<file path="config.mk">
export PLATFORM = sky130hd
export DESIGN_NAME = tx_gearbox_66b64
export DESIGN_NICKNAME = d
export VERILOG_FILES = /design/src/rtl/tx_gearbox_66b64.sv
export SDC_FILE = /design/constraint.sdc
export NUM_CORES = 1
export LEC_CHECK = 0
export ABC_AREA = 1
export CAP_MARGIN = 20
export CORE_ASPECT_RATIO = 0.6
export CORE_UTILIZATION = 50
export DETAILED_ROUTE_END_ITERATION = 6
export PLACE_DENSITY_LB_ADDON = 0.15
export SYNTH_ARGS = -nofsm -noshare
export SYNTH_HDL_FRONTEND = slang
export SYNTH_SLANG_ARGS = --single-unit
</file>
<file path="constraint.sdc">
create_clock -name clk -period 2.65 [get_ports clk]
set_clock_uncertainty 0.05 [all_clocks]
set_input_delay 0.6625 -clock clk [delete_from_list [all_inputs] [get_ports clk]]
set_output_delay 0.6625 -clock clk [all_outputs]
set_load 0.005 [all_outputs]
</file>
<file path="src/rtl/tx_gearbox_66b64.sv">
// tx_gearbox_66b64 -- packs 66-bit sync-header blocks into a continuous 64-bit TX word stream.
// Optional payload scrambler (1+x^39+x^58) enabled by defining TX_SCRAMBLE_EN. Rev 1.0
`default_nettype none

module tx_gearbox_66b64 #(
  parameter int SEQ_LEN   = 33,
  parameter bit HDR_CHECK = 1'b1
) (
  input  logic        clk,
  input  logic        rst,
  input  logic        en,
  input  logic        s_vld,
  input  logic [1:0]  s_hdr,
  input  logic [63:0] s_data,
  output logic        s_rdy,
  output logic [63:0] tx_data,
  output logic        tx_vld,
  output logic        hdr_err,
  output logic [5:0]  seq_cnt
);

  localparam logic [5:0] LAST_POS = 6'(SEQ_LEN - 1);

  logic [5:0]   seq_q, seq_d;
  logic [63:0]  res_q, res_d;
  logic [63:0]  tx_q, tx_d;
  logic         vld_q, vld_d;
  logic         err_q, err_d;

  logic         w_acc;
  logic         w_pause;
  logic         w_bad;
  logic [63:0]  w_pay;
  logic [65:0]  w_blk;
  logic [127:0] w_shl;

  assign w_pause = en && (seq_q == LAST_POS);
  assign w_acc   = en && s_vld && (seq_q != LAST_POS);
  assign s_rdy   = !rst && (seq_q != LAST_POS);

`ifdef TX_SCRAMBLE_EN
  logic [57:0] scr_q;
  logic [57:0] scr_d;

  // Extended vector holds 58 history bits below the 64 new scrambled bits.
  function automatic logic [63:0] scramble(input logic [57:0] st, input logic [63:0] x);
    logic [121:0] e;
    e = {64'b0, st};
    for (int i = 0; i < 64; i++) begin
      e[58+i] = x[i] ^ e[19+i] ^ e[i];
    end
    return e[121:58];
  endfunction

  assign w_pay = scramble(scr_q, s_data);
  assign scr_d = w_acc ? w_pay[63:6] : scr_q;

  always_ff @(posedge clk) begin
    if (rst) begin
      scr_q <= '1;
    end else begin
      scr_q <= scr_d;
    end
  end
`else
  assign w_pay = s_data;
`endif

  assign w_blk = {w_pay, s_hdr};
  // Bits above 63 of the shifted block are exactly the new residual.
  assign w_shl = {62'b0, w_blk} << {seq_q, 1'b0};

  generate
    if (HDR_CHECK) begin : g_hdr_chk
      assign w_bad = (s_hdr[1] == s_hdr[0]);
    end else begin : g_hdr_nochk
      assign w_bad = 1'b0;
    end
  endgenerate

  always_comb begin
    seq_d = seq_q;
    res_d = res_q;
    tx_d  = tx_q;
    vld_d = 1'b0;
    err_d = 1'b0;
    if (w_pause) begin
      tx_d  = res_q;
      res_d = '0;
      seq_d = '0;
      vld_d = 1'b1;
    end else if (w_acc) begin
      tx_d  = w_shl[63:0] | res_q;
      res_d = w_shl[127:64];
      seq_d = seq_q + 6'd1;
      vld_d = 1'b1;
      err_d = w_bad;
    end
  end

  always_ff @(posedge clk) begin
    if (rst) begin
      seq_q <= '0;
      res_q <= '0;
      tx_q  <= '0;
      vld_q <= 1'b0;
      err_q <= 1'b0;
    end else begin
      seq_q <= seq_d;
      res_q <= res_d;
      tx_q  <= tx_d;
      vld_q <= vld_d;
      err_q <= err_d;
    end
  end

  assign tx_data = tx_q;
  assign tx_vld  = vld_q;
  assign hdr_err = err_q;
  assign seq_cnt = seq_q;

endmodule

`default_nettype wire

</file>
# Yosys cells after proc, flatten, opt, wreduce, memory -nomap -nowiden

Index checks and enable logic that the tools add are counted.
Widths: inputs -> output; s select.

Output and inout bits: 73
Bits in read-only memories: 0
Latch bits: 0
Register bits after elaboration: 136
Logic and storage cells: 24
Memories kept: 0
Memory bits (writable): 0

Order comparisons: 0
Div/mod/pow operators: 0
$add $sub $neg: 1
Bitwise logic cells: 2
Reduce and logical (&&, ||, !) cells: 8
Shift-type cells: 1
Eq/ne operators: 3
Multipliers: 0
Mux-type cells: 4

Operator list:

| operator            | count |
|---|---|
| $mux 64             | 2 |
| $shl 66x7->128      | 1 |
| $or 64x64->64       | 1 |
| $add 6x1->6 const B | 1 |
| $eq 6x6->1 const B  | 1 |
| $ne 6x6->1 const B  | 1 |
| $logic_and 1x1->1   | 4 |
| $reduce_or 3->1     | 1 |
| $mux 1              | 2 |
| $reduce_bool 2->1   | 1 |
| $reduce_or 2->1     | 1 |
| $eq 1x1->1          | 1 |
| $logic_not 1->1     | 1 |
| $not 1->1           | 1 |

# Logic depth before layout (Yosys ltp)

Gate-level depths: netlist of run 1.

Word-level depth: 4
Mapped depth: 14
Mapped depth without buffers: 11

# Worst setup path before layout of run 1

No wires, ideal clock.

Kind: flip-flop to flip-flop
Start point: register seq_q[0], in the netlist seq_cnt[0]
End point: register seq_q[5], in the netlist seq_cnt[5]
Setup time: 121 ps
Cell stages (with the launch flop): 13
Arrival time: 1815 ps
Slack: 664 ps
Data required time: 2479 ps
Buffers on the path: 4
Cell sequence: dfxtp_1 > buf_2 > inv_2 > buf_2 > ha_1 > nand3_1 > nor2_4 > nor2_2 > buf_4 > buf_2 > nand3_1 > nor3_1 > nor3_2

Cells in the longest elaborated chain, start to end: 3
Elaborated cells on any way between the ends: 6
Classes of those cells: add/sub (1); eq/ne (2); reduce/logical (3)

RTL lines:

| element                                             | line | source |
|---|---|---|
| from (decl)                                         | 24   | `logic [5:0] seq_q, seq_d;` |
| from (signal assigned)                              | 109  | `seq_q <= seq_d;` |
| branches (longest 3 deep; another with $add 6x1->6) | -    |  |

Parallel ways; which one is timed is not known.
A chain may end at the register's enable or synchronous reset.

# Worst setup path in the final report of run 1

Start point: register seq_q[1], in the netlist seq_cnt[1]
End point: output port s_rdy

Cells in the longest elaborated chain, start to end: 2

RTL lines:

| element           | line | source |
|---|---|---|
| $ne 6x6->1        | 39   | `assign s_rdy = !rst && (seq_q != LAST_POS);` |
| $logic_and 1x1->1 | 39   |  |
| to (decl)         | 15   | `output logic s_rdy,` |

Every way passes these cells.

==> run metrics, run 1 <==
Rows 39; DRC viols 0; Routed WL per cell 22.2 um; CP bufs+invs 2; critical path cell sequence inv_2 -> ha_1 -> nand3_1 -> nor2_4 -> nor2_1 -> clkdlybuf4s50_1; clk buf depth 2; Syn Nets 1,763; fin crit share 96.8%; synth top area cells dfxtp_1, nand3_1, nand2_1; layout cell share with drive strength beyond 1 5.58%; clock sink count 136; pwr/cell area 528 nW/um^2; placed cell areas 11,400 um^2; leading cell types by count after synthesis nand3_1, nand2_1, dfxtp_1; global-route wire length before repair 67,900 um; metal2 WL 17,800 um; Top Family by Delay on Critical Path buffers and inverters; largest area contributor in the netlist dfxtp_1; Primary FF master, synth dfxtp_1; slew margin rel. 60.4%; critical path peak fanout 6; Detail Route Antenna Nets 0; H-tree Lvls 4; worst r2r src seq_cnt[1]$_SDFFE_PP0P_; Yosys top cell area share 27.9%; initial antenna violation count 0; post-cts sizing count 0; Die Ht 110 um; Fin Setup TNS 0 ps; RSZ-0062 raised after global routing false; CTS buffer count 17; Final #Nets 1,835; Met1 Routed Length 18,700 um; Worst R2R Path Depth 9; CP Data Required Time 1940 ps; flop-to-flop setup slack 430 ps; Finished Core Util 62.9%; clk_lat worst skew 430 ps; GRT overflow 0; Hold EP tx_data[2]$_SDFFE_PP0P_; r2r endpoint res_q[62]$_SDFFE_PP0P_; mapped cell area 9770 um^2; Max Slew Vio Count 0; clk slew on worst S/H paths 60 ps; min Tclk post-route 2560 ps; Yosys warning total 0; #FFs+latches synth 136; most common cell in the netlist nand3_1; vias in the first global route 11,300; core area 19,100 um^2; unique cell type count in the Yosys netlist 26; I/O pins 143; outcome finished, final reports clean; Total Routing Usage GR 45.4%; dpl hpwl 33,400 um; Critical Path Stages 6; Worst Setup End Kind output pin; Final Cell Area 12,000 um^2; Synth Instances 1,691; # Max-Cap Violations 0; Starting Density 51.2%; number of DRC markers in iteration 0 2,191; slew at the pin closest to its max-slew limit 588 ps; CP arrival 1850 ps; drt pass-1 iters 7; Startpoint Class flip-flop; Avg Synthesized Cell Area 5.78 um^2; die width 182 um; Setup CP Type flip-flop to output pin; Vias/cell 6.36; max incr delay on CP 500 ps; Max Clk Rate 0.390 GHz; Max IR drop VDD 495 uV; HP Start res_q[2]$_SDFFE_PP0P_; Root Driver clkbuf_16; die area 20,100 um^2; sequential fraction of the synthesis area 27.9%; Max Used Layer met4; number of fill cells 1,834; Async S/R FF share, synth 0%; EDFF count, synth 0; met3 WL post-DR 6890 um; CTS tree built; pin count of the biggest net entering global routing 84; Post-Route WL 45,300 um; IO Port Bufs 142; final hold violation count 0; area grow syn2layout 22.9%; Final setup viols 0; n_diodes 0; Hold Path Stages 2; worst-path cell with the longest stage delay clkdlybuf4s50_1; Final Total Pwr 6.34 mW; routability cong. 1.05; Hold Crit Class flip-flop to flip-flop; vias 13,000; static leakage 5.44 nW
==> repair_timing <==
item | CTS | global route
endpoints found under the setup margin | 0 | 1
buffers inserted | 0 | 1
hold buffers | 0 | 0
==> worst max path at each step <==
| stage | start | endpoint | slack (ps) |
|---|---|---|---|
| 2_1_floorplan | seq_cnt[0]$_SDFFE_PP0P_ | seq_cnt[5]$_SDFFE_PP0P_ | 660 |
| 3_3_place_gp | s_hdr[0] | tx_data[62]$_SDFFE_PP0P_ | 100 |
| 3_5_place_dp | s_hdr[1] | tx_data[51]$_SDFFE_PP0P_ | 90 |
| 4_1_cts | seq_cnt[1]$_SDFFE_PP0P_ | s_rdy | 30 |
| 5_1_grt | seq_cnt[1]$_SDFFE_PP0P_ | s_rdy | 7 |
| 6_report | seq_cnt[1]$_SDFFE_PP0P_ | s_rdy | 90 |
==> stage by stage <==
step	hold WS, ps	setup slack (ps)	cells
after CTS	421	31.8	2040
after global placement	403	97.9	2009
after floorplan	389	664	1691
after detailed placement	410	94.5	2009
final	419	85.2	2041
after global routing	450	7.11	2041
==> cells by family after synthesis <==
family | after synthesis | synth area share, %
flops | 136 | 27.9
fa+ha+maj | 2 | 0.256
xor+xnor | 1 | 0.0897
compound gates | 314 | 16.4
buf+inv | 211 | 9.09
simple gates | 1027 | 46.2
==> layer usage <==
layer | track usage, % | vias to the layer above
li1 | - | 5885
met1 | 63.4 | 5881
met2 | 64.8 | 1089
met3 | 13.4 | 125
met4 | 18.3 | 0
met5 | 0 | -
==> flip-flops by register name (all words and copies together), names as in the netlist <==
register,cells
tx_vld,1
tx_data,64
hdr_err,1
res_q,64
seq_cnt,6
==> layout by cell type, fill, tap and decap left out, drive strengths merged <==
| cell type | synthesis | routed |
|---|---|---|
| buf | 73 | 46 |
| nand3b | 3 | 3 |
| nand3 | 484 | 484 |
| nand4 | 2 | 2 |
| clkdlybuf4s50 | 0 | 142 |
| inv | 76 | 77 |
| clkinvlp | 0 | 4 |
| nor2 | 115 | 115 |
| o22ai | 2 | 2 |
| a31oi | 10 | 10 |
| xor2 | 1 | 1 |
| ha | 2 | 2 |
| bufinv | 0 | 2 |
| nand2 | 417 | 417 |
| nor3 | 6 | 6 |
| o211ai | 8 | 8 |
| a21oi | 125 | 125 |
| dfxtp | 136 | 136 |
| clkbuf | 62 | 19 |
| o21ai | 169 | 169 |
| clkinv | 0 | 5 |
==> power breakdown <==
part	total, mW	internal [mW]	switching (mW)
combinational	1.73	0.604	1.13
sequential	2.26	2.18	0.0804
clock	2.35	1.40	0.946
total	6.34	4.18	2.16
==> area by class of cell <==
| class | count | area [um^2] | share of cell area [%] |
|---|---|---|---|
| clock buffers | 19 | 443 | 3.69 |
| clock inverters | 12 | 128 | 1.06 |
| inverters | 76 | 285 | 2.38 |
| multi-input cells | 1344 | 6170 | 51.4 |
| flip-flops and latches | 136 | 2730 | 22.7 |
| well taps | 266 | 333 | 2.77 |
| repair buffers | 188 | 1920 | 16.0 |
==> worst reg2reg max path, cell delays in order (launching register included) <==
cell     delay [ps]
dfxtp_2         330
inv_2           140
buf_12          290
nand3_1         170
nand3_1         100
nand2_1         230
o21ai_0         470
nand2_1         150
nand3_1         120
a21oi_1          70
Power figures use the tool's default switching activity.
==> run 2: changes to the inputs <==
--- a/config.mk
+++ b/config.mk
@@ -5,7 +5,6 @@
 export SDC_FILE = /design/constraint.sdc
 export NUM_CORES = 1
 export LEC_CHECK = 0
-export ABC_AREA = 1
 export CAP_MARGIN = 20
 export CORE_ASPECT_RATIO = 0.6
 export CORE_UTILIZATION = 50
==> run metrics, run 2 <==
Max IR drop VDD 401 uV; mapped cell area 11,900 um^2; static leakage 6.20 nW; Detail Route Antenna Nets 0; Avg Synthesized Cell Area 8.84 um^2; DRC viols 0; global-route wire length before repair 87,500 um; Startpoint Class input port; die width 201 um; Primary FF master, synth dfxtp_1; Synth Area in Compound Gates 25.1%; most frequent cells in the layout buf_4, clkdlybuf4s50_1, dfxtp_1, nor2_1, nand2_1; Worst Setup End Kind flip-flop; CP bufs+invs 1; largest area contributor in the netlist dfxtp_1; number of fill cells 1,898; clk buf depth 2; Seq pwr share 33.6%; synth top area cells dfxtp_1, mux4_2, mux2i_1; initial antenna violation count 0; Finished Core Util 70.7%; Total Routing Usage GR 48.5%; Synth Area in Simple Gates 14.8%; Starting Density 51.2%; Max Slew Vio Count 0; Placed Instances 1,982; worst-path cell with the longest stage delay clkdlybuf4s50_1; H-tree Lvls 4; leading cell types by count after synthesis dfxtp_1, nor2_1, nand2_1; dpl hpwl 45,200 um; slew margin rel. 36.5%; vias 14,500; drt pass-1 iters 6; number of DRC markers in iteration 0 2,470; pwr/cell area 409 nW/um^2; EDFF count, synth 0; pin count of the biggest net entering global routing 49; Syn Nets 1,419; Final setup viols 0; area grow syn2layout 38.0%; worst slack, placed -449 ps; Rows 43; Root Driver clkbuf_16; Top Family by Delay on Critical Path multiplexers; max incr delay on CP 540 ps; slew at the pin closest to its max-slew limit 952 ps; GRT overflow 0; vias in the first global route 13,500; mux cell area share after synthesis 30.5%; Synth Area in Adders 0.210%; min Tclk post-route 2630 ps; clk_lat worst skew 440 ps; IO Port Bufs 142; Die Ht 122 um; Gate power share 31.3%; die area 24,500 um^2; commonest non-fill, non-tap cell in the layout buf_4; most common cell in the netlist dfxtp_1; sequential fraction of the synthesis area 22.9%; Fin Setup TNS 0 ps; Hold Crit Class flip-flop to flip-flop; CP arrival 2890 ps; Yosys warning total 0; RSZ-0062 raised after global routing false; layout cell share with drive strength beyond 1 31.8%; #FFs+latches synth 136; switching share of power 31.9%; Async S/R FF share, synth 0%; largest family of logic cells by synthesized area multiplexers; Synth Instances 1,347; Vias/cell 7.16; Pint 4.58 mW; clock sink count 136; outcome finished, final reports clean; Post-Layout Cell Count 2,030; routability cong. 1.07; Routed WL per cell 29.3 um; Setup CP Type input port to flip-flop; core area 23,200 um^2; clk slew on worst S/H paths 60 ps; CTS buffer count 17; final hold violation count 0; CTS tree built; # Max-Cap Violations 0; critical path cell sequence clkdlybuf4s50_1 -> mux4_2 -> mux2i_1 -> o221ai_1 -> a221oi_1 -> o32ai_1; critical path peak fanout 6; Max Clk Rate 0.380 GHz; Psw 2.14 mW; Final #Nets 1,772; CP Data Required Time 2910 ps; clock share of power 35.1%; Synth Area in XOR/XNOR 0.368%; unique cell type count in the Yosys netlist 76; setup slack after layout 20.6 ps; Yosys top cell area share 22.9%; fin crit share 99.2%; I/O pins 143; Post-Route WL 59,500 um
run 2: worst register-to-register path, cell delays in order (launching register included):
cell       delay [ps]
dfxtp_4           380
buf_12            160
buf_4             290
mux4_1            610
mux2_2            310
and3_1            190
a2111oi_2         370
a21oi_1           110
run 2: routing by layer:
metal  wire length (um)  share of wire [%]  track usage (%)
met1              23100                 39             66.1
met3               9430                 16             18.2
met2              23700                 40             67.4
met5                  0                  0                0
met4               3240                5.5             23.2
run 2: area by class of cell:
type / instances / area [um^2] / area share (%)
Sequential cell: 136 / 2740 / 16.7
Tap cell: 315 / 394 / 2.40
Inverter: 10 / 37.5 / 0.228
Clock inverter: 10 / 93.8 / 0.571
Clock buffer: 22 / 484 / 2.95
Antenna cell: 2 / 5.00 / 0.0305
Multi-Input combinational cell: 1063 / 8540 / 52.0
Timing Repair Buffer: 472 / 4140 / 25.2
run 2: cells by family after synthesis:
family                     count (synthesis)
AOI/OAI and AO/OA                        441
xor gates and xnor gates                   5
adders and majority gates                  2
buffers and inverters                    148
DFF                                      136
muxes                                    237
and+or+nand+nor                          378
run 2: path summary, 6_finish.rpt:
path / startpoint / endpoint / slack (ps) / cells after the start
min reg2reg: tx_data[12]$_SDFFE_PP0P_ / tx_data[12]$_SDFFE_PP0P_ / 410 / 2
max reg2reg: seq_cnt[1]$_SDFFE_PP0P_ / res_q[39]$_SDFFE_PP0P_ / 50 / 7
min: tx_data[12]$_SDFFE_PP0P_ / tx_data[12]$_SDFFE_PP0P_ / 410 / 2
max: s_data[14] / res_q[0]$_SDFFE_PP0P_ / 20 / 6
run 2: power groups by stage:
stage | registers (mW) | logic (mW) | clock network, mW
after floorplan | 2.28 | 0.920 | 0
after global placement | 2.30 | 1.97 | 0
after detailed placement | 2.30 | 1.99 | 0
after CTS | 2.25 | 2.02 | 2.34
after global routing | 2.27 | 2.19 | 2.43
final | 2.26 | 2.11 | 2.36
run 2: metrics by stage:
stage          hold WS, ps  area (um^2)  total power [mW]
6_report               407        16400              6.72
5_1_grt                439        16400              6.89
4_1_cts                414        16400              6.61
3_5_place_dp           407        15700              4.29
3_3_place_gp           396        15700              4.26
2_1_floorplan          393        12000              3.20
run 2: timing repair:
item                       in CTS  in global routing
resized for setup               1                  7
setup endpoints to repair       3                 16
gates cloned                    0                  1
hold buffers                    0                  0
buffers inserted               11                  2
pin swaps                       0                  1
